`config.mk`:
```
export PLATFORM = sky130hd
export DESIGN_NAME = multi_phase_traffic_controller_flat
export DESIGN_NICKNAME = d
export VERILOG_FILES = /design/src/rtl/multi_phase_traffic_controller_if.sv /design/src/rtl/multi_phase_traffic_controller.sv /design/src/flat_wrapper.sv
export SDC_FILE = /design/constraint.sdc
export NUM_CORES = 1
export LEC_CHECK = 0
export CAP_MARGIN = 15
export CELL_PAD_IN_SITES_DETAIL_PLACEMENT = 1
export CELL_PAD_IN_SITES_GLOBAL_PLACEMENT = 1
export CORE_MARGIN = 5
export CORE_UTILIZATION = 30
export DETAILED_ROUTE_END_ITERATION = 16
export DONT_BUFFER_PORTS = 1
export HOLD_SLACK_MARGIN = 0.06
export PLACE_DENSITY_LB_ADDON = 0.15
export SLEW_MARGIN = 0
export SYNTH_ARGS = -nofsm -noshare
export SYNTH_HDL_FRONTEND = slang
export SYNTH_SLANG_ARGS = --single-unit
```
`constraint.sdc`:
```
create_clock -name clk -period 2.8 [get_ports clk]
set_input_delay 0.56 -clock clk [delete_from_list [all_inputs] [get_ports clk]]
set_output_delay 0.56 -clock clk [all_outputs]
set_load 0.02 [all_outputs]
```
`src/rtl/multi_phase_traffic_controller_if.sv`:
```
// Signal bundle between a traffic controller and its environment: detector and push-button
// inputs, decoded signal-head outputs.
interface multi_phase_traffic_controller_if #(
  parameter int unsigned NUM_PHASES = 4
);
  localparam int unsigned PW = (NUM_PHASES > 1) ? $clog2(NUM_PHASES) : 1;

  logic [NUM_PHASES-1:0]   sensor;
  logic [NUM_PHASES-1:0]   ped_req;
  logic [2*NUM_PHASES-1:0] light;
  logic [2*NUM_PHASES-1:0] ped_signal;
  logic [PW-1:0]           active_phase;
  logic                    ped_pending;

  modport master (
    output sensor,
    output ped_req,
    input  light,
    input  ped_signal,
    input  active_phase,
    input  ped_pending
  );

  modport slave (
    input  sensor,
    input  ped_req,
    output light,
    output ped_signal,
    output active_phase,
    output ped_pending
  );
endinterface

```
`src/rtl/multi_phase_traffic_controller.sv`:
```
// Round-robin actuated controller for NUM_PHASES conflicting phases with latched pedestrian
// requests served as a concurrent walk; outputs decode registered state only.
module multi_phase_traffic_controller #(
  parameter int unsigned NUM_PHASES     = 4,
  parameter int unsigned CNT_W          = 8,
  parameter int unsigned GREEN_MIN      = 10,
  parameter int unsigned GREEN_MAX      = 40,
  parameter int unsigned YELLOW_TIME    = 4,
  parameter int unsigned ALL_RED_TIME   = 2,
  parameter int unsigned WALK_TIME      = 6,
  parameter int unsigned PED_CLEAR_TIME = 6
) (
  input  logic                              clk,
  input  logic                              reset,
  multi_phase_traffic_controller_if.slave   bus
);
  localparam int unsigned PW       = (NUM_PHASES > 1) ? $clog2(NUM_PHASES) : 1;
  localparam int unsigned WALK_END = WALK_TIME + PED_CLEAR_TIME;
  localparam int unsigned PED_MIN  = (GREEN_MIN > WALK_END) ? GREEN_MIN : WALK_END;

  localparam logic [CNT_W-1:0] ALL_RED_LAST   = CNT_W'(ALL_RED_TIME - 1);
  localparam logic [CNT_W-1:0] YELLOW_LAST    = CNT_W'(YELLOW_TIME - 1);
  localparam logic [CNT_W-1:0] GREEN_MAX_LAST = CNT_W'(GREEN_MAX - 1);
  localparam logic [CNT_W-1:0] GREEN_MIN_LAST = CNT_W'(GREEN_MIN - 1);
  localparam logic [CNT_W-1:0] PED_MIN_LAST   = CNT_W'(PED_MIN - 1);
  localparam logic [CNT_W-1:0] WALK_T         = CNT_W'(WALK_TIME);
  localparam logic [CNT_W-1:0] WALK_END_T     = CNT_W'(WALK_END);

  localparam logic [1:0] LIGHT_YELLOW = 2'b01;
  localparam logic [1:0] LIGHT_GREEN  = 2'b10;
  localparam logic [1:0] PED_WALK     = 2'b01;
  localparam logic [1:0] PED_FLASH    = 2'b10;

  typedef enum logic [1:0] {StAllRed, StGreen, StYellow} state_e;

  state_e                state_q, state_d;
  logic [CNT_W-1:0]      t_q, t_d;
  logic [PW-1:0]         phase_q, phase_d;
  logic [NUM_PHASES-1:0] latch_q, latch_d;
  logic                  walk_srv_q, walk_srv_d;

  logic [NUM_PHASES-1:0] demand;
  logic [PW-1:0]         next_phase;
  logic [PW-1:0]         idx;
  logic                  found;
  logic [CNT_W-1:0]      min_last;

  assign demand   = bus.sensor | latch_q | bus.ped_req;
  assign min_last = walk_srv_q ? PED_MIN_LAST : GREEN_MIN_LAST;

  // Search starts after the last served phase; it is reached last, so it only wins when it is
  // the sole demand. No demand at all falls back to the recall phase.
  always_comb begin
    next_phase = PW'((32'(phase_q) + 32'd1) % NUM_PHASES);
    found      = 1'b0;
    idx        = '0;
    for (int unsigned k = 1; k <= NUM_PHASES; k++) begin
      idx = PW'((32'(phase_q) + k) % NUM_PHASES);
      if (!found && demand[idx]) begin
        next_phase = idx;
        found      = 1'b1;
      end
    end
  end

  always_comb begin
    state_d    = state_q;
    t_d        = t_q + CNT_W'(1);
    phase_d    = phase_q;
    latch_d    = latch_q | bus.ped_req;
    walk_srv_d = walk_srv_q;
    unique case (state_q)
      StAllRed: begin
        if (t_q == ALL_RED_LAST) begin
          state_d             = StGreen;
          t_d                 = '0;
          phase_d             = next_phase;
          walk_srv_d          = latch_q[next_phase] | bus.ped_req[next_phase];
          latch_d[next_phase] = 1'b0;
        end
      end
      StGreen: begin
        if ((t_q >= min_last && !bus.sensor[phase_q]) || t_q == GREEN_MAX_LAST) begin
          state_d = StYellow;
          t_d     = '0;
        end
      end
      StYellow: begin
        if (t_q == YELLOW_LAST) begin
          state_d = StAllRed;
          t_d     = '0;
        end
      end
      default: begin
        state_d = StAllRed;
        t_d     = '0;
      end
    endcase
  end

  always_ff @(posedge clk or posedge reset) begin
    if (reset) begin
      state_q    <= StAllRed;
      t_q        <= '0;
      phase_q    <= PW'(NUM_PHASES - 1);
      latch_q    <= '0;
      walk_srv_q <= 1'b0;
    end else begin
      state_q    <= state_d;
      t_q        <= t_d;
      phase_q    <= phase_d;
      latch_q    <= latch_d;
      walk_srv_q <= walk_srv_d;
    end
  end

  always_comb begin
    bus.light      = '0;
    bus.ped_signal = '0;
    unique case (state_q)
      StGreen: begin
        bus.light[{phase_q, 1'b0} +: 2] = LIGHT_GREEN;
        if (walk_srv_q) begin
          if (t_q < WALK_T) begin
            bus.ped_signal[{phase_q, 1'b0} +: 2] = PED_WALK;
          end else if (t_q < WALK_END_T) begin
            bus.ped_signal[{phase_q, 1'b0} +: 2] = PED_FLASH;
          end
        end
      end
      StYellow: bus.light[{phase_q, 1'b0} +: 2] = LIGHT_YELLOW;
      default: ;
    endcase
  end

  assign bus.active_phase = phase_q;
  assign bus.ped_pending  = |latch_q;
endmodule
```
`src/flat_wrapper.sv`:
```
// flat-port wrapper written by rule: the top's interface ports become plain ports
module multi_phase_traffic_controller_flat 
#(
  parameter int unsigned NUM_PHASES     = 4,
  parameter int unsigned CNT_W          = 8,
  parameter int unsigned GREEN_MIN      = 10,
  parameter int unsigned GREEN_MAX      = 40,
  parameter int unsigned YELLOW_TIME    = 4,
  parameter int unsigned ALL_RED_TIME   = 2,
  parameter int unsigned WALK_TIME      = 6,
  parameter int unsigned PED_CLEAR_TIME = 6
)
  (clk, reset, bus_sensor, bus_ped_req, bus_light, bus_ped_signal, bus_active_phase, bus_ped_pending);
  multi_phase_traffic_controller_if #(.NUM_PHASES(NUM_PHASES)) bus_i ();
  input  logic clk;
  input  logic reset;
  input wire logic [$bits(bus_i.sensor)-1:0] bus_sensor;
  input wire logic [$bits(bus_i.ped_req)-1:0] bus_ped_req;
  output wire logic [$bits(bus_i.light)-1:0] bus_light;
  output wire logic [$bits(bus_i.ped_signal)-1:0] bus_ped_signal;
  output wire logic [$bits(bus_i.active_phase)-1:0] bus_active_phase;
  output wire logic [$bits(bus_i.ped_pending)-1:0] bus_ped_pending;
  assign bus_i.sensor = bus_sensor;
  assign bus_i.ped_req = bus_ped_req;
  assign bus_light = bus_i.light;
  assign bus_ped_signal = bus_i.ped_signal;
  assign bus_active_phase = bus_i.active_phase;
  assign bus_ped_pending = bus_i.ped_pending;
  multi_phase_traffic_controller #(.NUM_PHASES(NUM_PHASES), .CNT_W(CNT_W), .GREEN_MIN(GREEN_MIN), .GREEN_MAX(GREEN_MAX), .YELLOW_TIME(YELLOW_TIME), .ALL_RED_TIME(ALL_RED_TIME), .WALK_TIME(WALK_TIME), .PED_CLEAR_TIME(PED_CLEAR_TIME)) u_core (.clk(clk), .reset(reset), .bus(bus_i));
endmodule
```
==> run metrics <==
run status=finished clean; internal power=0.0007383 W; Leak=0.6205 nW; clock slew seen by the registers of the worst setup and hold paths=70 ps; part of the power in registers=32.5%; Inserted Clock Buffers=3; top area cells in the synthesized netlist=sky130_fd_sc_hd__dfrtp_1 (26%), sky130_fd_sc_hd__ha_1 (9.6%), sky130_fd_sc_hd__nor2_1 (4.2%); slew at the pin with the worst max-slew slack=710.7 ps; Pre-Repair DR Iteration Count=4; final hold vios=0; Num Clock Sinks=17; number of max-cap violations=0; number of warnings reported in the yosys synthesis log=0; logic gate share of total power=54.4%; area grow syn2layout=7.478%; Mapped Nets=189; part of the Yosys area used for sequential elements=29.74%; slowest CP cell=sky130_fd_sc_hd__or3_1; met1 track utilization from global routing=17.85%; layout cell share with drive strength beyond 1=11.90%; PD cells=932.1 nW/um^2; Netlist Area Pre-Place=1439 um^2; GRT met2 Usage=23.06%; number of enable-type register cells in the synthesized netlist=0; switching pwr=0.0007032 W; Antenna diodes=0; DRC violation count after routing=0; min Tclk post-route=2584 ps; Slew headroom=52.57%; CTS tree=built; via count=1277; detailed-route wire length per cell=18.09 um; Util after Layout=32.96%; switching power share of the total=48.78%; Detailed Place HPWL=3202 um; filler instances=563; worst path required time=2240 ps; number of placement rows=25; Crit path arrival time=2020 ps; met3 routing resource usage after global routing=3.855%; hold buffer count at cts=0; number of cells in the finished layout apart from fillers=222; setup_tns=0 ps; global-route wire length before repair=7024 um; cells along the critical path=or3_1 > nor2_1 > nand3_1 > a211oi_2 > and2_1; number of antenna violations at the first check in global routing=0; placed insts=218; top-level I/O count=29; setup repair after global routing missed its margin=no; Final setup viols=0; weighted congestion at the end of routability-driven global placement=0.8921; area of the die=6281 um^2; max-slew violations=0; aggregate global routing overflow=0; Achievable Freq=387.0 MHz; Final ANT Viol Nets=0; Min-Delay Path Class=input port to async pin; Initial Util=30.67%; Syn Inst Count=168; H-Tree Level Count=1; all-layer global routing usage=13.87%; clock share of power=13.1%; dominant synthesized flop cell=sky130_fd_sc_hd__dfrtp_1; Post-Layout Inst Area=1546 um^2; Die Span X=79.26 um; Post-Route WL=4016 um; number of flip-flops and latches in the synthesized netlist=17; post-layout net count=190; IO buf count=0; async set or reset register ratio after synthesis=100.0%; height of the die=79.26 um; kind of capture point of the worst setup path=primary output; Top Usage Layer GRT=met2; Worst Clk Skew=2.208 ps; critical path startpoint category=flip-flop; Iter 0 DRT Violations=16; placeable core region=4692 um^2; maximum number of buffers from clock root to sink=2; count of distinct cell types in the synthesized netlist=45; Max FO, Critical Path=4; post-DR vias/cell=5.752; Area after DPL=1495 um^2; post-route clock period utilization=92.28%; portion of synthesized cell area occupied by the leading cell type=26.09%; clock latency of the later-clocked register in the worst-skew pair=250 ps; Synth Area per Inst=8.565 um^2; IR Drop Worst-Case VDD=0.0002273 V; largest net degree at the start of global routing=18; worst setup path category=flip-flop to primary output; cell at the root of the clock tree=sky130_fd_sc_hd__clkbuf_8; via count of the first global-routing pass=1341; longest individual stage delay on the worst path=430 ps; total power of the final layout=0.001442 W; area leader, netlist=sky130_fd_sc_hd__dfrtp_1
## Yosys cell counts, drive strengths merged (5+ instances only)
| cell type | n |
|---|---|
| nor2 | 16 |
| dfrtp | 15 |
| nand2 | 15 |
| ha | 11 |
| a21oi | 10 |
| nor3 | 10 |
| and2 | 9 |
| and3 | 8 |
| inv | 7 |
| nand3 | 6 |
| or3 | 5 |
| xnor2 | 5 |
## worst paths after layout
check,depth (start not counted),endpoint,startpoint,slack (ps)
setup / recovery,5,bus_ped_signal[0],u_core.t_q[4],220
setup reg to reg,8,u_core.walk_srv_q,u_core.bus.active_phase[0],430
hold reg to reg,1,u_core.t_q[0],u_core.t_q[0],520
max in group asynchronous,1,u_core.t_q[2],reset,2050
hold / removal,1,u_core.latch_q[3],reset,300
min in group clk,2,u_core.latch_q[0],bus_ped_req[0],480
## flip-flops by register name, summed over array words and instances (netlist names)
register                 count
u_core.bus.active_phase      2
u_core.latch_q               4
u_core.state_q               2
u_core.t_q                   8
u_core.walk_srv_q            1
## per-stage QoR
step                      hold slack (ps)  setup WS [ps]
after floorplan                     474.6          557.5
after detailed placement            518.3          339.6
final                               302.9          216.3
after global routing                358.1          104.8
after CTS                           331.3          51.00
after global placement              517.9          468.3
## final cells by class
| type | instances | area (um^2) | area share [%] |
|---|---|---|---|
| Clock inverter | 1 | 5.005 | 0.3236 |
| Tap cell | 54 | 67.56 | 4.369 |
| Clock buffer | 3 | 41.29 | 2.670 |
| Inverter | 7 | 26.28 | 1.699 |
| Timing Repair Buffer | 2 | 15.01 | 0.9709 |
| Sequential cell | 17 | 427.9 | 27.67 |
| Multi-Input combinational cell | 138 | 963.4 | 62.30 |
## power groups by stage
stage / Combinational [W] / Sequential, W / Clock [W]
5_1_grt: 0.000894 / 0.000488 / 0.000212
4_1_cts: 0.000797 / 0.000466 / 0.000199
3_3_place_gp: 0.000775 / 0.000467 / 0
3_5_place_dp: 0.000790 / 0.000473 / 0
2_1_floorplan: 0.000647 / 0.000419 / 0
6_report: 0.000785 / 0.000468 / 0.000189
## what timing repair did
item | CTS | global route
gates resized for setup | 0 | 1
setup buffers | 0 | 0
endpoints found under the setup margin | 0 | 3
## logic make-up after synthesis
family                   after synthesis  share of synthesized area (%)
AND/OR/NAND/NOR                       83                          30.52
AO/OA/AOI/OAI                         32                          16.44
flip-flops                            17                          29.74
buffers and inverters                 13                          3.651
adder cells (fa/ha/maj)               11                          9.565
XOR/XNOR                               8                          4.870
multiplexers                           4                          5.217
## metal layers
layer	wire length, um	share of wire, %
met1	1796	45
met2	1908	48
met3	278	6.9
met4	32	0.80
met5	0	0
## placed cells by master, fill, tap and decap left out, types with 2 or more instances in the layout
| cell | count |
|---|---|
| sky130_fd_sc_hd__xor2_1 | 3 |
| sky130_fd_sc_hd__a21oi_1 | 10 |
| sky130_fd_sc_hd__o211ai_1 | 3 |
| sky130_fd_sc_hd__or3_1 | 5 |
| sky130_fd_sc_hd__nor4_1 | 2 |
| sky130_fd_sc_hd__nand2b_1 | 2 |
| sky130_fd_sc_hd__and2_1 | 9 |
| sky130_fd_sc_hd__clkbuf_8 | 3 |
| sky130_fd_sc_hd__buf_4 | 2 |
| sky130_fd_sc_hd__nand4_1 | 2 |
| sky130_fd_sc_hd__nand2_1 | 15 |
| sky130_fd_sc_hd__inv_1 | 6 |
| sky130_fd_sc_hd__xnor2_1 | 5 |
| sky130_fd_sc_hd__nor4_2 | 2 |
| sky130_fd_sc_hd__nor2_1 | 16 |
| sky130_fd_sc_hd__ha_1 | 11 |
| sky130_fd_sc_hd__and3_1 | 8 |
| sky130_fd_sc_hd__a22o_1 | 2 |
| sky130_fd_sc_hd__nor2b_1 | 3 |
| sky130_fd_sc_hd__nand3_1 | 6 |
| sky130_fd_sc_hd__dfstp_2 | 2 |
| sky130_fd_sc_hd__o31ai_1 | 3 |
| sky130_fd_sc_hd__nor3_1 | 10 |
| sky130_fd_sc_hd__dfrtp_1 | 15 |
| sky130_fd_sc_hd__o21ai_0 | 2 |
## worst max-delay path: cells and delay by family, from the launching register on
family	cells	cell delay (ps)
and+or+nand+nor	4	1050
AOI/OAI and AO/OA	1	310
DFF	1	410
Note: power is estimated with default switching activity, not from simulation.
